`src/rtl/barrel_shifter_pipe.sv`:
```
// Pipelined shift/rotate unit: ROL/ROR/SLL/SRA with a valid/ready stream and a sideband tag.
// The accept edge captures the operand into stage 0; each later register applies one power-of-two shift.

module bsp_shift #(
  parameter int DATA_W = 8,
  parameter int SH     = 1
) (
  input  logic [DATA_W-1:0] d,
  input  logic              sel,
  input  logic [1:0]        mode,
  output logic [DATA_W-1:0] y
);
  always_comb begin
    y = d;
    if (sel) begin
      case (mode)
        2'b00:   y = (d << SH) | (d >> (DATA_W - SH));
        2'b01:   y = (d >> SH) | (d << (DATA_W - SH));
        2'b10:   y = d << SH;
        default: y = $signed(d) >>> SH;  // MSB is still the original sign bit at every stage
      endcase
    end
  end
endmodule

module barrel_shifter_pipe #(
  parameter  int DATA_W = 8,
  parameter  int TAG_W  = 4,
  localparam int AMT_W  = $clog2(DATA_W)
) (
  input  logic              clk,
  input  logic              reset_n,
  input  logic              in_valid,
  output logic              in_ready,
  input  logic [DATA_W-1:0] in_data,
  input  logic [AMT_W-1:0]  in_amt,
  input  logic [1:0]        in_mode,
  input  logic [TAG_W-1:0]  in_tag,
  output logic              out_valid,
  input  logic              out_ready,
  output logic [DATA_W-1:0] out_data,
  output logic [TAG_W-1:0]  out_tag
);
  localparam int S = AMT_W;

  logic                   advance;
  logic [S:0]             vld_pipe_q, vld_pipe_d;
  logic [S:0][DATA_W-1:0] data_q, data_d;
  logic [S:0][TAG_W-1:0]  tag_q, tag_d;
  logic [S-1:0][AMT_W-1:0] amt_q, amt_d;
  logic [S-1:0][1:0]      mode_q, mode_d;
  logic [S-1:0][DATA_W-1:0] shifted;

  assign advance   = !vld_pipe_q[S] || out_ready;
  assign in_ready  = advance;
  assign out_valid = vld_pipe_q[S];
  assign out_data  = data_q[S];
  assign out_tag   = tag_q[S];

  // amt_q[k] holds the amount already shifted right by k, so bit 0 selects this stage
  for (genvar k = 0; k < S; k++) begin : g_stage
    logic sel;
    if (k == S - 1) begin : g_last
      assign sel = |amt_q[k];
    end else begin : g_mid
      assign sel = amt_q[k][0];
    end
    bsp_shift #(.DATA_W(DATA_W), .SH(1 << k)) u_shift (
      .d(data_q[k]), .sel(sel), .mode(mode_q[k]), .y(shifted[k])
    );
  end

  always_comb begin
    vld_pipe_d = vld_pipe_q;
    data_d     = data_q;
    tag_d      = tag_q;
    amt_d      = amt_q;
    mode_d     = mode_q;
    if (advance) begin
      vld_pipe_d[0] = in_valid;
      data_d[0]     = in_data;
      tag_d[0]      = in_tag;
      amt_d[0]      = in_amt;
      mode_d[0]     = in_mode;
      for (int k = 0; k < S; k++) begin
        vld_pipe_d[k+1] = vld_pipe_q[k];
        data_d[k+1]     = shifted[k];
        tag_d[k+1]      = tag_q[k];
      end
      for (int k = 1; k < S; k++) begin
        amt_d[k]  = amt_q[k-1] >> 1;
        mode_d[k] = mode_q[k-1];
      end
    end
  end

  always_ff @(posedge clk) begin
    if (!reset_n) begin
      vld_pipe_q <= '0;
      data_q     <= '0;
      tag_q      <= '0;
      amt_q      <= '0;
      mode_q     <= '0;
    end else begin
      vld_pipe_q <= vld_pipe_d;
      data_q     <= data_d;
      tag_q      <= tag_d;
      amt_q      <= amt_d;
      mode_q     <= mode_d;
    end
  end
endmodule

```
`config.mk`:
```
export PLATFORM = sky130hd
export DESIGN_NAME = barrel_shifter_pipe
export DESIGN_NICKNAME = d
export VERILOG_FILES = /design/src/rtl/barrel_shifter_pipe.sv
export SDC_FILE = /design/constraint.sdc
export NUM_CORES = 1
export LEC_CHECK = 0
export BUFFER_PORTS_ARGS = -buffer_cell sky130_fd_sc_hd__buf_2
export CAP_MARGIN = 0
export CELL_PAD_IN_SITES_DETAIL_PLACEMENT = 0
export CELL_PAD_IN_SITES_GLOBAL_PLACEMENT = 1
export CORE_ASPECT_RATIO = 1.4
export CORE_MARGIN = 5
export CORE_UTILIZATION = 47
export CTS_BUF_LIST = sky130_fd_sc_hd__clkbuf_2
export DETAILED_ROUTE_END_ITERATION = 10
export GPL_TIMING_DRIVEN = 0
export PLACE_DENSITY = 0.91
export SYNTH_ARGS = -nofsm -noshare
export SYNTH_HDL_FRONTEND = slang
export SYNTH_SLANG_ARGS = --single-unit
export TNS_END_PERCENT = 5
```
`constraint.sdc`:
```
create_clock -name clk -period 2.4 [get_ports clk]
set_input_delay 0.36 -clock clk [delete_from_list [all_inputs] [get_ports clk]]
set_output_delay 0.36 -clock clk [all_outputs]
set_load 0.005 [all_outputs]
```
-- Yosys cells after proc, flatten, opt, wreduce, memory -nomap -nowiden
Index checks and enable logic that the tools add are counted.
- bits of input ports: 21
- output and inout port bits: 14
- register bits: 64
- logic and storage cells: 38
- muxes and demuxes: 6
- equality and inequality tests: 6
- reduce and logical (&&, ||, !) cells: 6
- bitwise logic cells: 5
- operator list (kind ; count):
    case mux 8 bit (3 select lines) ; 2
    two-way mux 8 bit ; 3
    case mux 8 bit (2 select lines) ; 1
    OR 6 x 8 -> 8 bit ; 1
    OR 7 x 8 -> 8 bit ; 1
    OR 8 x 1 -> 8 bit ; 1
    OR 8 x 2 -> 8 bit ; 1
    OR 8 x 4 -> 8 bit ; 1
    == test 2 x 1 -> 1 bit, second input constant ; 3
    == test 2 bit, second input constant ; 3
    zero test 2 bit ; 3
    OR reduction 2 bit ; 1
    zero test 1 bit ; 1
    logical OR 1 bit ; 1

-- Logic depth before layout (Yosys ltp)
Gate-level depths: netlist of the first run.
- depth in word-level cells: 4
- depth in mapped cells: 7

-- Cells and area by module
Synthesis of the first run repeated with hierarchy kept, for this count alone.
- cells, all modules: 352
- area, all modules: 3216.8 um2
- by module, submodules not included (module ; instances ; sequential area each (um2) ; area each (um2) ; cells each):
    barrel_shifter_pipe ; 1 ; 1281.2 ; 2655.0 ; 266
    bsp_shift (g_stage[1].u_shift) ; 1 ; 0.0 ; 201.4 ; 30
    bsp_shift (g_stage[0].u_shift) ; 1 ; 0.0 ; 200.2 ; 29
    bsp_shift (g_stage[2].u_shift) ; 1 ; 0.0 ; 160.2 ; 27

-- Worst setup path after synthesis of the first run
No wires, ideal clock.
- path kind: flip-flop to flip-flop
- start: register mode_q[2] (netlist name)
- end: register data_q[16] (netlist name)
- data required time: 2333 ps
- arrival: 1156 ps
- slack: 1176 ps
- clock period less this slack: 1224 ps
- cell stages (with the launch flop): 5
- library setup time: 67 ps
- cells stage by stage: dfxtp_1 -> buf_6 -> or3b_1 -> a311o_1 -> a21oi_2
- cells in the longest elaborated chain, start to end: 3
- elaborated cells on any way between the ends: 5
- classes of those cells: eq/ne (2); mux (2); reduce/logical (1)
- RTL lines (what ; line ; source):
    start, declared ; 51 ; logic [S-1:0][1:0] mode_q, mode_d;
    start signal, assigned ; 109 ; mode_q <= mode_d;
    == test 2 bit (tied with other cells) ; 16 ; case (mode)
    case mux 8 bit (3 select lines) * ; 16 ;
    two-way mux 8 bit * ; 15 ; if (sel) begin
    end signal, assigned ; 106 ; data_q <= data_d;
    end, declared ; 48 ; logic [S:0][DATA_W-1:0] data_q, data_d;
Every way passes the cells marked *; elsewhere a longest branch is shown, timed or not.
A chain may end at the register's enable or synchronous reset.

-- Worst setup path after layout of the first run
- start: register vld_pipe_q[3]
- end: output port in_ready
- cells in the longest elaborated chain, start to end: 2
- RTL lines (what ; line ; source):
    start, declared ; 47 ; logic [S:0] vld_pipe_q, vld_pipe_d;
    start signal, assigned ; 105 ; vld_pipe_q <= vld_pipe_d;
    zero test 1 bit ; 54 ; assign advance = !vld_pipe_q[S] || out_ready;
    logical OR 1 bit ; 54 ;
    end, declared ; 34 ; output logic in_ready,
Every way passes these cells.

==> reports/qor.csv, run 1 <==
metric;value;unit
Mean Syn Cell Area;7.977;um2
Synth Area in Compound Gates;0.2162;
Root Buffer;clkbuf_2;
Clock Latency Late Sink;0.48;ns
TritonRoute pass-1 iters;4;
Die ar.;7584;um2
# port buffers;34;
# clock sinks;64;
initial core utilization;0.4782;
Synth Area in Adders;0;
final cell count without fillers;469;
Congestion Overflow GR;0;
setup repair bufs after CTS;0;
syn_nets;370;
IO Count;35;
crit path launch type;flop;
final hold vios;0;
Die H;101.1;um
Final Wtd Congestion;0.7964;
Syn-to-layout area delta;13.98;%
Fmax;519.7;MHz
CTS tree;done;
core area;5822;um2
DR vias;2468;
Min-Delay Path Class;in -> reg;
fraction of the cycle the final worst path needs;0.8018;
worst-margin pin slew;0.4746;ns
Placed Cells;453;
vias in the first global route;2337;
share of the synthesized area in the top cell type;0.4602;
Layout Utilization;0.5450;
Worst EP required;2.04;ns
RSZ-0062 raised after global routing;no;
FF+latch count, synth;64;
Yosys cell types;27;
die width;75.05;um
All-Layer GR Usage;0.1766;
Cells after Synth;349;
Worst Skew;0.01633;ns
crit path kind;reg -> out;
Max-Cap Viols;0;
peak supply drop;0.3119;mV
outcome;finished clean;
Rel. slew slack;0.6836;
multiplexer share of the synthesized area;0.03955;
share of cells above drive strength 1;0.2130;
post-CTS resize count;0;
Max Slew Vio Count;0;
post-route ant nets;0;
Final Setup Violations;0;
fillers;611;
NumNets Final;415;
Yosys Warn Count;0;
initial detailed-routing violation count;117;
sequential area share after synthesis;0.4602;
Final Routed Wirelength;6283;um
post-DP HPWL;4589;um
hold_buf cts;0;
crit end category;primary output;
diode count;0;
Worst Hold Launch;in_valid;
Bufs on Longest Clock Path;2;
DRC viols;0;
Synth area leaders;dfxtp_1 46%, nand2_1 13%, a21oi_1 11%;
CP startpoint;vld_pipe_q[3]$_SDFFE_PN0P_;
Vias/cell;5.262;
crit path max fanout;10;
Core Rows;33;
top cell type by total area after synthesis;dfxtp_1;
P_leak;1.314;nW
minimum clock period;1.924;ns
number of CTS-inserted buffers;9;
Reg-to-Reg Start;vld_pipe_q[3]$_SDFFE_PN0P_;
largest family of logic cells by synthesized area;compound AO/OA/AOI/OAI gates;
Simple-Gate Fraction of Synth Area;0.1951;
crit path DAT;1.56;ns
setup tns final;0;ns
# H-tree levels;3;
Syn Std Cell Area;2784;um2
XOR/XNOR Fraction of Synth Area;0;
global-route wire length before repair;10220;um
Routed wire per std cell;13.40;um
Reg clk slew, reported paths;0.18;ns
Overall Power;2.091;mW
PwrDens;659.1;nW/um2
largest net degree at the start of global routing;12;
initial antenna violation count;0;
[worst paths after layout]
kind | end | slack, ns | cells past startpoint
setup / recovery | in_ready | 0.48 | 5
hold / removal | vld_pipe_q[0]$_SDFFE_PN0P_ | 0.09 | 3
setup reg to reg | mode_q[4]$_SDFFE_PN0P_ | 0.94 | 6
hold reg to reg | tag_q[4]$_SDFFE_PN0P_ | 0.46 | 2
[cell usage in the layout, fill, tap and decap left out, drive strengths merged]
cell type	n
bufinv	2
o221a	1
clkbuf	18
a31oi	9
dfxtp	64
a311o	4
mux2i	11
nor2	16
nand4	1
o21ai	12
a21oi	62
or3b	3
inv	3
and3b	1
nor2b	9
nand3	1
buf	65
nand3b	1
clkinvlp	1
clkinv	4
nand2	96
a21bo	2
a41oi	1
a211o	10
nand2b	2
[registers in the layout (all words and copies together) (netlist names)]
register	cells
mode_q	6
vld_pipe_q	4
out_tag	4
amt_q	6
data_q	24
out_data	8
tag_q	12
[metrics by stage]
stage | hold WS [ns] | area, um2 | setup slack, ns
floorplan | 0.4321 | 2784 | 1.176
global placement | 0.4395 | 3042 | 0.8569
detailed placement | 0.4463 | 3042 | 0.8494
CTS | 0.05244 | 3173 | 0.4343
global route | 0.03882 | 3173 | 0.3553
finish | 0.08870 | 3173 | 0.4756
[cells in the mapped netlist (all sizes together)]
library cell	instances
o21ai	12
nor2	16
a41oi	1
clkbuf	9
a211o	10
buf	31
dfxtp	64
nand2	96
nand4	1
a31oi	9
mux2i	11
a21oi	62
a311o	4
or3b	3
and3b	1
nand2b	2
nand3	1
nor2b	9
o221a	1
nand3b	1
inv	3
a21bo	2
[cells by family after synthesis]
group,count (synthesis)
simple gates,130
compound gates,101
flops,64
buf+inv,43
mux,11
[power breakdown]
| group | internal [mW] | switching (mW) | total, mW |
|---|---|---|---|
| logic | 0.102 | 0.102 | 0.204 |
| clock network | 0.336 | 0.392 | 0.728 |
| registers | 1.12 | 0.0416 | 1.16 |
| total | 1.56 | 0.535 | 2.09 |
[layout make-up]
type | count | area, um2 | share of cell area
plain buffers | 40 | 236.5 | 0.07453
clock buffers | 9 | 45.04 | 0.01420
clock inverters | 7 | 86.33 | 0.02721
inverters | 3 | 11.26 | 0.003549
multi-input cells | 242 | 1255 | 0.3955
flip-flops and latches | 64 | 1281 | 0.4038
well taps | 70 | 87.58 | 0.02760
repair buffers | 34 | 170.2 | 0.05363
[worst max-delay path: stages, from the launching register on]
cell and delay, ns:
dfxtp_1 0.35, nor2b_1 0.12, buf_2 0.20, inv_1 0.08
buf_2 0.18, buf_2 0.14
[layer usage]
layer  vias up  routed length (um)  track usage  share of wire
met5         -                   0            0              0
met4         0                 131      0.08356          0.021
met3        18                 256      0.04291          0.041
met2        47                3175       0.3074           0.51
met1      1149                2720       0.1955           0.43
li1       1254                   -            -              -
Power figures use the tool's default switching activity.
==> run 2: changes to the inputs <==
--- a/config.mk
+++ b/config.mk
@@ -5,17 +5,18 @@
 export SDC_FILE = /design/constraint.sdc
 export NUM_CORES = 1
 export LEC_CHECK = 0
+export ABC_AREA = 1
 export BUFFER_PORTS_ARGS = -buffer_cell sky130_fd_sc_hd__buf_2
 export CAP_MARGIN = 0
 export CELL_PAD_IN_SITES_DETAIL_PLACEMENT = 0
 export CELL_PAD_IN_SITES_GLOBAL_PLACEMENT = 1
 export CORE_ASPECT_RATIO = 1.4
 export CORE_MARGIN = 5
-export CORE_UTILIZATION = 47
+export CORE_UTILIZATION = 39
 export CTS_BUF_LIST = sky130_fd_sc_hd__clkbuf_2
 export DETAILED_ROUTE_END_ITERATION = 10
 export GPL_TIMING_DRIVEN = 0
-export PLACE_DENSITY = 0.91
+export PLACE_DENSITY = 0.82
 export SYNTH_ARGS = -nofsm -noshare
 export SYNTH_HDL_FRONTEND = slang
 export SYNTH_SLANG_ARGS = --single-unit
==> constraint.sdc (replaced) <==
create_clock -name clk -period 1.7 [get_ports clk]
set_input_delay 0.255 -clock clk [delete_from_list [all_inputs] [get_ports clk]]
set_output_delay 0.255 -clock clk [all_outputs]
set_load 0.005 [all_outputs]
==> reports/qor.csv, run 2 <==
metric;value;unit;change
post-route ant nets;0;;unchanged
RSZ-0062 raised after global routing;no;;
global-route wire length before repair;11810;um;+16%
PwrDens;841.6;nW/um2;+28%
CP top delay family;flip-flops;;
max FFs per register;24;;unchanged
diode count;0;;unchanged
most frequent cells in the layout;65 x o21ai_0, 64 x dfxtp_1, 50 x nor2_1;;
DR vias;2554;;+3.5%
Post-synth EDFFs;0;;unchanged
share of the synthesized area in the top cell type;0.4652;;+0.005018
sequential share of power;0.608;;+0.054
Worst Hold Launch;in_amt[0];;
All-Layer GR Usage;0.1746;;-0.001937
crit end category;primary output;;
internal power;1.937;mW;+24%
Clock Latency Late Sink;0.52;ns;+0.04 ns
hold path depth;3;;unchanged
Critical Path Max Stage Delay;0.36;ns;about the same
Switch Pwr;0.7949;mW;+48%
Worst Skew;0.02399;ns;+0.007657 ns
Syn-to-layout area delta;17.86;%;
commonest non-fill, non-tap cell in the layout;o21ai_0;;
crit path max fanout;19;;+9
switch share;0.2910;;+0.03497
Min-Delay Path Class;in -> reg;;
Comb pwr share;0.129;;+0.031
Cells after Synth;364;;+4.3%
# port buffers;34;;unchanged
Core Rows;36;;+9.1%
DRC viols;0;;unchanged
share of cells above drive strength 1;0.2089;;-0.004112
Die ar.;8866;um2;+17%
largest net degree at the start of global routing;20;;+8
top cell type by total area after synthesis;dfxtp_1;;
initial antenna violation count;0;;unchanged
Final Setup Violations;0;;unchanged
# H-tree levels;3;;unchanged
initial core utilization;0.3970;;-0.08118
initial detailed-routing violation count;194;;+66%
most instantiated cells after synthesis;65 x o21ai_0, 64 x dfxtp_1, 50 x nor2_1, 46 x nand2_1, 32 x a21oi_1;;
asr flop ratio synth;0;;unchanged
P_leak;1.382;nW;+5.2%
Max Slew Vio Count;0;;unchanged
outcome;finished clean;;
Yosys Warn Count;0;;unchanged
Worst EP required;1.44;ns;-0.60 ns
vias in the first global route;2448;;+4.7%
Syn Std Cell Area;2754;um2;-1.1%
minimum clock period;1.580;ns;
Crit path buffers/inverters;2;;-2
R2R depth;5;;-1
Fmax;633.0;MHz;
Reg-to-Reg Start;amt_q[3]$_SDFFE_PN0P_;;
Max-Cap Viols;0;;unchanged
FF+latch count, synth;64;;unchanged
number of CTS-inserted buffers;9;;unchanged
die width;81.02;um;+8.0%
critical path's slowest cell;dfxtp_1;;
worst-margin pin slew;0.3387;ns;-0.1359 ns
Hold EP;amt_q[0]$_SDFFE_PN0P_;;
post-DP HPWL;5001;um;+9.0%
Final Wtd Congestion;0.9557;;+20%
worst r2r dst;data_q[16]$_SDFFE_PN0P_;;
# clock sinks;64;;unchanged
TritonRoute pass-1 iters;5;;+1
Yosys cell types;19;;-30%
Final Routed Wirelength;6972;um;+11%
sequential area share after synthesis;0.4652;;+0.005018
clock power share;0.262;;-0.086
IO Count;35;;unchanged
final cell count without fillers;521;;+11%
crit path launch type;flop;;
Mean Syn Cell Area;7.566;um2;-5.2%
crit path kind;reg -> out;;
NumNets Final;442;;+6.5%
syn_nets;385;;+4.1%
Top reg by flops;data_q;;
reg-to-reg setup timing slack;0.54;ns;-0.40 ns
fraction of the cycle the final worst path needs;0.9293;;
Reg clk slew, reported paths;0.18;ns;about the same
Congestion Overflow GR;0;;unchanged
Die H;109.4;um;+8.3%
peak supply drop;0.4798;mV;+54%
most numerous cell in the Yosys netlist;o21ai_0;;
Bufs on Longest Clock Path;2;;unchanged
Routed wire per std cell;13.38;um;-0.11%
Root Buffer;clkbuf_2;;
cells along the critical path;nand2_2 > buf_8 > buf_2;;
Placed Cells;493;;+8.8%
fillers;759;;+24%
core area;6937;um2;+19%
Synth area leaders;dfxtp_1 47%, o21ai_0 12%, nor2_1 6.8%;;
Final Instance Area;3246;um2;+2.3%
Rel. slew slack;0.7742;;+0.09062
Post-Place Cell Area;3043;um2;about the same
final hold vios;0;;unchanged
Post-synth top flop;dfxtp_1;;
CTS tree;done;;
crit path DAT;1.32;ns;-0.24 ns
Vias/cell;4.902;;-6.8%
setup tns final;0;ns;unchanged
-- run 2: cell types whose count changed in the layout (fill, tap and decap cells not counted), sizes merged, moves of 11 or more --
cell,change
a21oi,-28
dlygate4sd3,+13
inv,+23
mux2i,-11
nand2,-48
nand3,+13
nor2,+34
o21ai,+61
-- run 2: how the worst max path moves through the flow --
stage,depth (start not counted),to,startpoint,slack [ns]
detailed placement,6,in_ready,out_ready,0.48
global route,3,in_ready,vld_pipe_q[3]$_SDFFE_PN0P_,0.02
CTS,3,in_ready,vld_pipe_q[3]$_SDFFE_PN0P_,0.07
floorplan,5,data_q[8]$_SDFFE_PN0P_,vld_pipe_q[3]$_SDFFE_PN0P_,0.73
finish,3,in_ready,vld_pipe_q[3]$_SDFFE_PN0P_,0.12
global placement,6,in_ready,out_ready,0.48
-- run 2: cell families (layout without fill, tap and decap cells) --
| group | count (synthesis) | after routing | synth area share |
|---|---|---|---|
| flip-flops | 64 | 64 | 0.4652 |
| AO/OA/AOI/OAI | 126 | 126 | 0.2449 |
| AND/OR/NAND/NOR | 113 | 113 | 0.1631 |
| buffers and inverters | 61 | 123 | 0.1268 |
-- run 2: power by group through the flow --
stage | clock network (mW) | logic (mW) | registers [mW]
2_1_floorplan | 0 | 0.240 | 1.67
6_report | 0.717 | 0.354 | 1.66
3_3_place_gp | 0 | 0.330 | 1.69
4_1_cts | 0.739 | 0.357 | 1.66
5_1_grt | 0.809 | 0.409 | 1.67
3_5_place_dp | 0 | 0.333 | 1.69
-- run 2: routing by layer --
layer / wire, um / track usage
met2: 3548 / 0.2885
met3: 365 / 0.04672
met1: 2890 / 0.2041
met4: 167 / 0.09300
met5: 0 / 0
-- run 2: final cells by class --
cell class,count,area [um2],share of cell area
repair buffers,47,300.3,0.09252
inverters,26,97.59,0.03007
multi-input cells,239,1124,0.3462
plain buffers,34,247.7,0.07633
flip-flops and latches,64,1281,0.3948
well taps,95,118.9,0.03662
clock inverters,6,26.28,0.008096
clock buffers,10,50.05,0.01542
-- run 2: through the flow --
step	hold WS, ns	power [mW]	util	worst slack (ns)
floorplan	0.3899	1.908	-	0.7315
global placement	0.4383	2.021	0.4387	0.4831
detailed placement	0.4466	2.025	0.4387	0.4801
CTS	0.001379	2.756	0.4674	0.07418
global route	0.002453	2.892	0.4679	0.01504
finish	0.03157	2.732	0.4679	0.1202
-- run 2: tightest hold or removal path, stage by stage --
cell and delay [ns]:
buf_2 0.08, o21ai_0 0.08, a21oi_1 0.10
-- run 2: repair_timing --
item | 4_1_cts | 5_1_grt
setup buffers | 0 | 0
endpoints found under the hold margin | 13 | 0
resized for setup | 0 | 1
endpoints found under the setup margin | 1 | 1
hold buffers | 13 | 0
